**src/rtl/jtag_tap_generic.sv**
```systemverilog
// IEEE 1149.1 TAP controller for non-FPGA builds. It presents the same
// user-chain strobes (CAPTURE/SHIFT/UPDATE/SEL/DRCK...) as the FPGA
// boundary-scan primitive, so one user data register serves both builds.
// Contents: the 16-state TAP FSM, an IR with IDCODE/BYPASS/USER decode,
// and the falling-edge TDO output stage.
module jtag_tap_generic #(
    parameter int                IR_LEN        = 6,
    parameter logic [IR_LEN-1:0] USER_OPCODE   = IR_LEN'('h02),
    parameter logic [IR_LEN-1:0] IDCODE_OPCODE = IR_LEN'('h09),
    parameter logic [31:0]       IDCODE_VALUE  = 32'h0000_0001
) (
    input  logic tck,
    input  logic trst_n,
    input  logic tms,
    input  logic tdi,
    output logic tdo,
    output logic tdo_oe,
    output logic CAPTURE,
    output logic DRCK,
    output logic RESET,
    output logic RUNTEST,
    output logic SEL,
    output logic SHIFT,
    output logic TCK,
    output logic TDI,
    output logic TMS,
    output logic UPDATE,
    input  logic TDO
);

    typedef enum logic [3:0] {
        ST_TLR, ST_RTI,
        ST_SEL_DR, ST_CAP_DR, ST_SH_DR, ST_EX1_DR, ST_PAUSE_DR, ST_EX2_DR, ST_UPD_DR,
        ST_SEL_IR, ST_CAP_IR, ST_SH_IR, ST_EX1_IR, ST_PAUSE_IR, ST_EX2_IR, ST_UPD_IR
    } tap_state_e;

    tap_state_e        state_q, state_d;
    logic [IR_LEN-1:0] ir_shift_q, ir_shift_d;
    logic [IR_LEN-1:0] ir_q, ir_d;
    logic              bypass_q, bypass_d;
    logic [31:0]       idcode_q, idcode_d;
    logic              tdo_q, tdo_d;
    logic              tdo_oe_q, tdo_oe_d;

    logic              sel_user;
    logic              sel_idcode;
    logic              dr_tdo;

    // Instruction decode; anything unrecognised (incl. all-ones) is BYPASS.
    assign sel_user   = (ir_q == USER_OPCODE);
    assign sel_idcode = (ir_q == IDCODE_OPCODE);
    assign dr_tdo     = sel_user ? TDO : (sel_idcode ? idcode_q[0] : bypass_q);

    // State strobes decoded straight from the state register.
    assign CAPTURE = (state_q == ST_CAP_DR);
    assign SHIFT   = (state_q == ST_SH_DR);
    assign UPDATE  = (state_q == ST_UPD_DR);
    assign RESET   = (state_q == ST_TLR);
    assign RUNTEST = (state_q == ST_RTI);
    assign SEL     = sel_user;

    // Pass-through copies of the pins, and the gated user-chain clock.
    assign TCK    = tck;
    assign TDI    = tdi;
    assign TMS    = tms;
    assign DRCK   = (sel_user && (CAPTURE || SHIFT)) ? tck : 1'b1;
    assign tdo    = tdo_q;
    assign tdo_oe = tdo_oe_q;

    // Next-state logic: standard TMS-driven TAP transition table.
    always_comb begin
        state_d = state_q;
        unique case (state_q)
            ST_TLR:      state_d = tms ? ST_TLR      : ST_RTI;
            ST_RTI:      state_d = tms ? ST_SEL_DR   : ST_RTI;
            ST_SEL_DR:   state_d = tms ? ST_SEL_IR   : ST_CAP_DR;
            ST_CAP_DR:   state_d = tms ? ST_EX1_DR   : ST_SH_DR;
            ST_SH_DR:    state_d = tms ? ST_EX1_DR   : ST_SH_DR;
            ST_EX1_DR:   state_d = tms ? ST_UPD_DR   : ST_PAUSE_DR;
            ST_PAUSE_DR: state_d = tms ? ST_EX2_DR   : ST_PAUSE_DR;
            ST_EX2_DR:   state_d = tms ? ST_UPD_DR   : ST_SH_DR;
            ST_UPD_DR:   state_d = tms ? ST_SEL_DR   : ST_RTI;
            ST_SEL_IR:   state_d = tms ? ST_TLR      : ST_CAP_IR;
            ST_CAP_IR:   state_d = tms ? ST_EX1_IR   : ST_SH_IR;
            ST_SH_IR:    state_d = tms ? ST_EX1_IR   : ST_SH_IR;
            ST_EX1_IR:   state_d = tms ? ST_UPD_IR   : ST_PAUSE_IR;
            ST_PAUSE_IR: state_d = tms ? ST_EX2_IR   : ST_PAUSE_IR;
            ST_EX2_IR:   state_d = tms ? ST_UPD_IR   : ST_SH_IR;
            ST_UPD_IR:   state_d = tms ? ST_SEL_DR   : ST_RTI;
            default:     state_d = ST_TLR;
        endcase
    end

    // Rising-edge shift paths: IR shift stage and the internal DRs.
    // Both DRs capture/shift every DR scan; the TDO mux picks the live one.
    always_comb begin
        ir_shift_d = ir_shift_q;
        bypass_d   = bypass_q;
        idcode_d   = idcode_q;
        case (state_q)
            ST_CAP_IR: ir_shift_d = IR_LEN'(2'b01);
            ST_SH_IR:  ir_shift_d = {tdi, ir_shift_q[IR_LEN-1:1]};
            ST_CAP_DR: begin
                bypass_d = 1'b0;
                idcode_d = IDCODE_VALUE;
            end
            ST_SH_DR: begin
                bypass_d = tdi;
                idcode_d = {tdi, idcode_q[31:1]};
            end
            default: ;
        endcase
    end

    // Falling-edge stage: IR update/reset and the TDO output register.
    // Outside the shift states tdo holds its last value with the driver off.
    always_comb begin
        ir_d     = ir_q;
        tdo_d    = tdo_q;
        tdo_oe_d = 1'b0;
        case (state_q)
            ST_TLR:    ir_d = IDCODE_OPCODE;
            ST_UPD_IR: ir_d = ir_shift_q;
            ST_SH_IR: begin
                tdo_d    = ir_shift_q[0];
                tdo_oe_d = 1'b1;
            end
            ST_SH_DR: begin
                tdo_d    = dr_tdo;
                tdo_oe_d = 1'b1;
            end
            default: ;
        endcase
    end

    // Rising-edge registers: FSM state and shift stages.
    always_ff @(posedge tck or negedge trst_n) begin
        if (!trst_n) begin
            state_q    <= ST_TLR;
            ir_shift_q <= '0;
            bypass_q   <= 1'b0;
            idcode_q   <= '0;
        end else begin
            state_q    <= state_d;
            ir_shift_q <= ir_shift_d;
            bypass_q   <= bypass_d;
            idcode_q   <= idcode_d;
        end
    end

    // Falling-edge registers: instruction register and TDO driver.
    always_ff @(negedge tck or negedge trst_n) begin
        if (!trst_n) begin
            ir_q     <= IDCODE_OPCODE;
            tdo_q    <= 1'b0;
            tdo_oe_q <= 1'b0;
        end else begin
            ir_q     <= ir_d;
            tdo_q    <= tdo_d;
            tdo_oe_q <= tdo_oe_d;
        end
    end

endmodule
```
**config.mk**
```make
export PLATFORM = sky130hd
export DESIGN_NAME = jtag_tap_generic
export DESIGN_NICKNAME = d
export VERILOG_FILES = /design/src/rtl/jtag_tap_generic.sv
export SDC_FILE = /design/constraint.sdc
export NUM_CORES = 1
export LEC_CHECK = 0
export CORE_ASPECT_RATIO = 0.7
export CORE_MARGIN = 4
export CORE_UTILIZATION = 45
export CTS_CLUSTER_SIZE = 12
export DETAILED_ROUTE_END_ITERATION = 16
export GPL_TIMING_DRIVEN = 0
export PLACE_DENSITY = 0.62
export SLEW_MARGIN = 20
export SYNTH_ARGS = -nofsm -noshare
export SYNTH_HDL_FRONTEND = slang
export SYNTH_SLANG_ARGS = --single-unit
```
**constraint.sdc**
```tcl
create_clock -name tck -period 2.2 [get_ports tck]
set_input_delay 0.22 -clock tck [delete_from_list [all_inputs] [get_ports tck]]
set_output_delay 0.22 -clock tck [all_outputs]
set_load 0.05 [all_outputs]
```
==> summary.log <==
[final_layout] final core utilization 66.38%
[route] number of search-and-repair iterations in the first detailed-routing pass 4
[timing] final clock skew 0.07831 ns
[critical_path] cells on worst reg2reg path 4
[clock_network] clock insertion delay at the later pin of the skew report 0.48 ns
[final_layout] final-stage net count 254
[critical_path] r2r endpoint ir_q[5]$_DFFE_NN0P_
[route] DRC violation total after the first TritonRoute iteration 67
[synth] cell type with the highest aggregate area in the netlist sky130_fd_sc_hd__dfrtp_1
[synth] area share of the largest cell type after synthesis 49.32%
[critical_path] termination of the worst setup path DRCK
[pwr] power spent charging and discharging nets 1.610 mW
[critical_path] Worst setup EP type output port
[run_status] status finished, violations left
[synth] top cells by area, synth sky130_fd_sc_hd__dfrtp_1 49%, sky130_fd_sc_hd__a22o_1 13%, sky130_fd_sc_hd__dfrtn_1 7.0%
[critical_path] critical path depth 4
[critical_path] arrival time reported for the critical path endpoint 3.32 ns
[final_layout] count of antenna diodes in the layout 0
[pwr] part of the power in the clock network 24.8%
[critical_path] stage delay of the slowest cell on the critical path 0.50 ns
[pwr] register share of total power 30.7%
[critical_path] critical-path maximum fanout 2
[synth] synthesis warning total 0
[timing] total count of hold-check failures in the final report 0
[synth] Net Count, Synth 202
[synth] post-synthesis cell count 197
[global_route] initial antenna violation count 0
[timing] minimum setup slack in the final design -1.344 ns
[synth] EDFF count, synth 0
[placed_design] detailed placer's ending HPWL 3080 µm
[synth] share of async-settable or async-resettable flops after synthesis 100.0%
[synth] library cells used by synthesis 38
[synth] synthesized area per cell 10.82 µm²
[critical_path] startpoint types flip-flop
[placed_design] final weighted congestion in routability-driven placement 0.8769
[floorplan] horizontal extent of the die 90.25 µm
[synth] Cell Area, Synth 0.002131 mm²
[critical_path] startpoint of the most critical register-to-register path state_q[2]$_DFF_PN0_
[run_status] violations in the final reports negative setup slack
[floorplan] count of standard-cell rows 20
[global_route] largest net degree at the start of global routing 28
[final_layout] total of fill cells in the finished design 347
[synth] post-synthesis sequential element count 50
[synth] Post-synth top flop sky130_fd_sc_hd__dfrtp_1
[floorplan] Std-Cell Core Area 0.004454 mm²
[route] WL per Instance 16.43 µm
[synth] most common cell in the netlist sky130_fd_sc_hd__dfrtp_1
[final_layout] share of post-route cells with drive strength above 1 35.46%
[synth] post-synthesis sequential area ratio 58.84%
[critical_path] worst reg2reg setup slack -0.28 ns
[critical_path] ordered cell list for the critical path or3_4 > or4b_4 > or3_4 > buf_8
[job] Maximum Capacitance Violations 0
[clock_network] CTS tree done
[pwr] switching share of power 39.73%
[clock_network] clock-pin slew reported for the worst setup and hold paths after clock tree synthesis 0.09 ns
[critical_path] start point of the critical path ir_q[2]$_DFFE_NN0P_
[global_route] total congestion overflow after global routing 0
[global_route] wire length of the first global-routing pass 8135 µm
[synth] most numerous cell types in the synthesized netlist 42 x sky130_fd_sc_hd__dfrtp_1, 31 x sky130_fd_sc_hd__a22o_1, 18 x sky130_fd_sc_hd__nand2_1, 16 x sky130_fd_sc_hd__nor2_1, 12 x sky130_fd_sc_hd__clkbuf_1
[route] total DRC errors in the routed layout 0
[placed_design] Port-buffer cells 15
[critical_path] required time reported for the critical path endpoint 1.98 ns
[critical_path] buffers and inverters on the worst path 1
[critical_path] worst setup path category flip-flop to output port
[critical_path] top cell family by delay on the critical path simple AND/OR/NAND/NOR gates
[route] post-detailed-route via-to-cell ratio 5.578
[hold_path] class of the tightest hold or removal check primary input to flip-flop
[critical_path] cell mode on critical path sky130_fd_sc_hd__or3_4
[pwr] Power Density 1370 mW/mm²
[floorplan] Initial Util 47.84%
[final_layout] Area growth, synth to finish 38.76%
[floorplan] I/O Pins 17
[timing] RSZ-0062 raised after global routing yes
[critical_path] critical-path cell with the highest stage delay sky130_fd_sc_hd__or4b_4
[pwr] Tot Pwr 4.052 mW
[timing] Worst Tran Pin Value 0.6378 ns
[route] Antenna Nets Post-Route 0
[pwr] leakage power 1.400 nW
[pwr] combinational fraction of design power 44.5%
[timing] max-slew violations 0
[global_route] GRT Resource Usage Total 17.66%
[timing] headroom to the max-slew limit 57.48%
[route] routed wire length 5029 µm
[timing] sum of negative setup slack -4.114 ns
[global_route] vias in the first global route 1680
[pwr] Cell Int Power 2.442 mW
[route] via count of the routed design 1707
[pwr] Peak VDD IR 0.0008661 V
[timing] number of setup violations in the final report 12
[floorplan] height of the die 65.57 µm
[floorplan] die area 0.005917 mm²
==> worst min-delay path: stages <==
cell	delay [ns]
sky130_fd_sc_hd__clkbuf_1	0.19
sky130_fd_sc_hd__o21ai_0	0.22
sky130_fd_sc_hd__a211oi_1	0.07
==> layout make-up <==
cell class | instances | area, µm² | area share, %
plain buffers | 17 | 141.4 | 4.782
clock buffers | 12 | 151.4 | 5.121
clock inverters | 5 | 51.30 | 1.735
inverters | 6 | 30.03 | 1.016
multi-input cells | 123 | 898.4 | 30.39
flip-flops and latches | 50 | 1256 | 42.49
well taps | 55 | 68.82 | 2.328
repair buffers | 38 | 359.1 | 12.15
==> power by group through the flow <==
stage          clock, mW  sequential, mW  combinational [mW]
6_report            1.01            1.24                1.80
5_1_grt             1.08            1.26                1.93
4_1_cts             1.03            1.23                1.63
3_5_place_dp       0.139            1.24                1.33
3_3_place_gp       0.139            1.23                1.30
2_1_floorplan      0.107            1.24               0.975
==> registers in the layout, indices dropped and copies added (netlist names) <==
register    flops
idcode_q       31
ir_q            6
tdo             1
ir_shift_q      6
bypass_q        1
state_q         4
tdo_oe          1
==> worst min-delay path by stage <==
stage / from / end / depth (start not counted)
after floorplan: trst_n / bypass_q$_DFFE_PN0P_ / 0
after global placement: idcode_q[15]$_DFFE_PN0P_ / idcode_q[15]$_DFFE_PN0P_ / 1
after detailed placement: trst_n / ir_shift_q[5]$_DFFE_PN0P_ / 1
after CTS: tms / state_q[1]$_DFF_PN0_ / 4
after global routing: tms / state_q[0]$_DFF_PN0_ / 3
final: tms / state_q[2]$_DFF_PN0_ / 3
==> cells in the final DEF (no fill, tap or decap), drive strengths merged, types with 3 or more instances in the layout <==
cell type	instances
a21oi	9
a22o	31
buf	37
clkbuf	21
clkdlybuf4s50	4
dfrtn	6
dfrtp	42
inv	8
nand2	18
nor2	16
nor3	3
o21ai	12
o22ai	5
or3	5
==> repair_timing <==
action / 4_1_cts / 5_1_grt
hold buffers: 1 / 0
setup buffers: 19 / 5
gates resized for setup: 74 / 22
setup endpoints to repair: 20 / 17
cloned: 0 / 0
pin swaps: 3 / 7
endpoints found under the hold margin: 23 / 0
==> stage by stage <==
| step | cell area [µm²] | instances | worst slack, ns | hold slack, ns |
|---|---|---|---|---|
| finish | 2957 | 306 | -1.344 | 0.3258 |
| global route | 2957 | 306 | -1.404 | 0.3673 |
| CTS | 2870 | 302 | -1.337 | 0.3219 |
| detailed placement | 2442 | 268 | -1.433 | 0.2725 |
| global placement | 2420 | 267 | -1.427 | 0.4832 |
| floorplan | 2201 | 197 | -0.8045 | -0.07559 |
==> layer usage <==
| metal | routed length (µm) | track usage [%] |
|---|---|---|
| met1 | 2525 | 25.35 |
| met2 | 2138 | 23.91 |
| met3 | 255 | 5.378 |
| met4 | 108 | 8.969 |
| met5 | 0 | 0 |
==> cells by family (layout without fill, tap and decap cells) <==
logic type	after synthesis	in the layout	share of synthesized area (%)
XOR/XNOR	1	1	0.4111
AO/OA/AOI/OAI	69	69	23.96
buffers and inverters	24	78	4.756
multiplexers	1	1	0.4698
AND/OR/NAND/NOR	52	52	11.57
flip-flops	50	50	58.84
No activity file was read; power rests on OpenSTA's default activity.
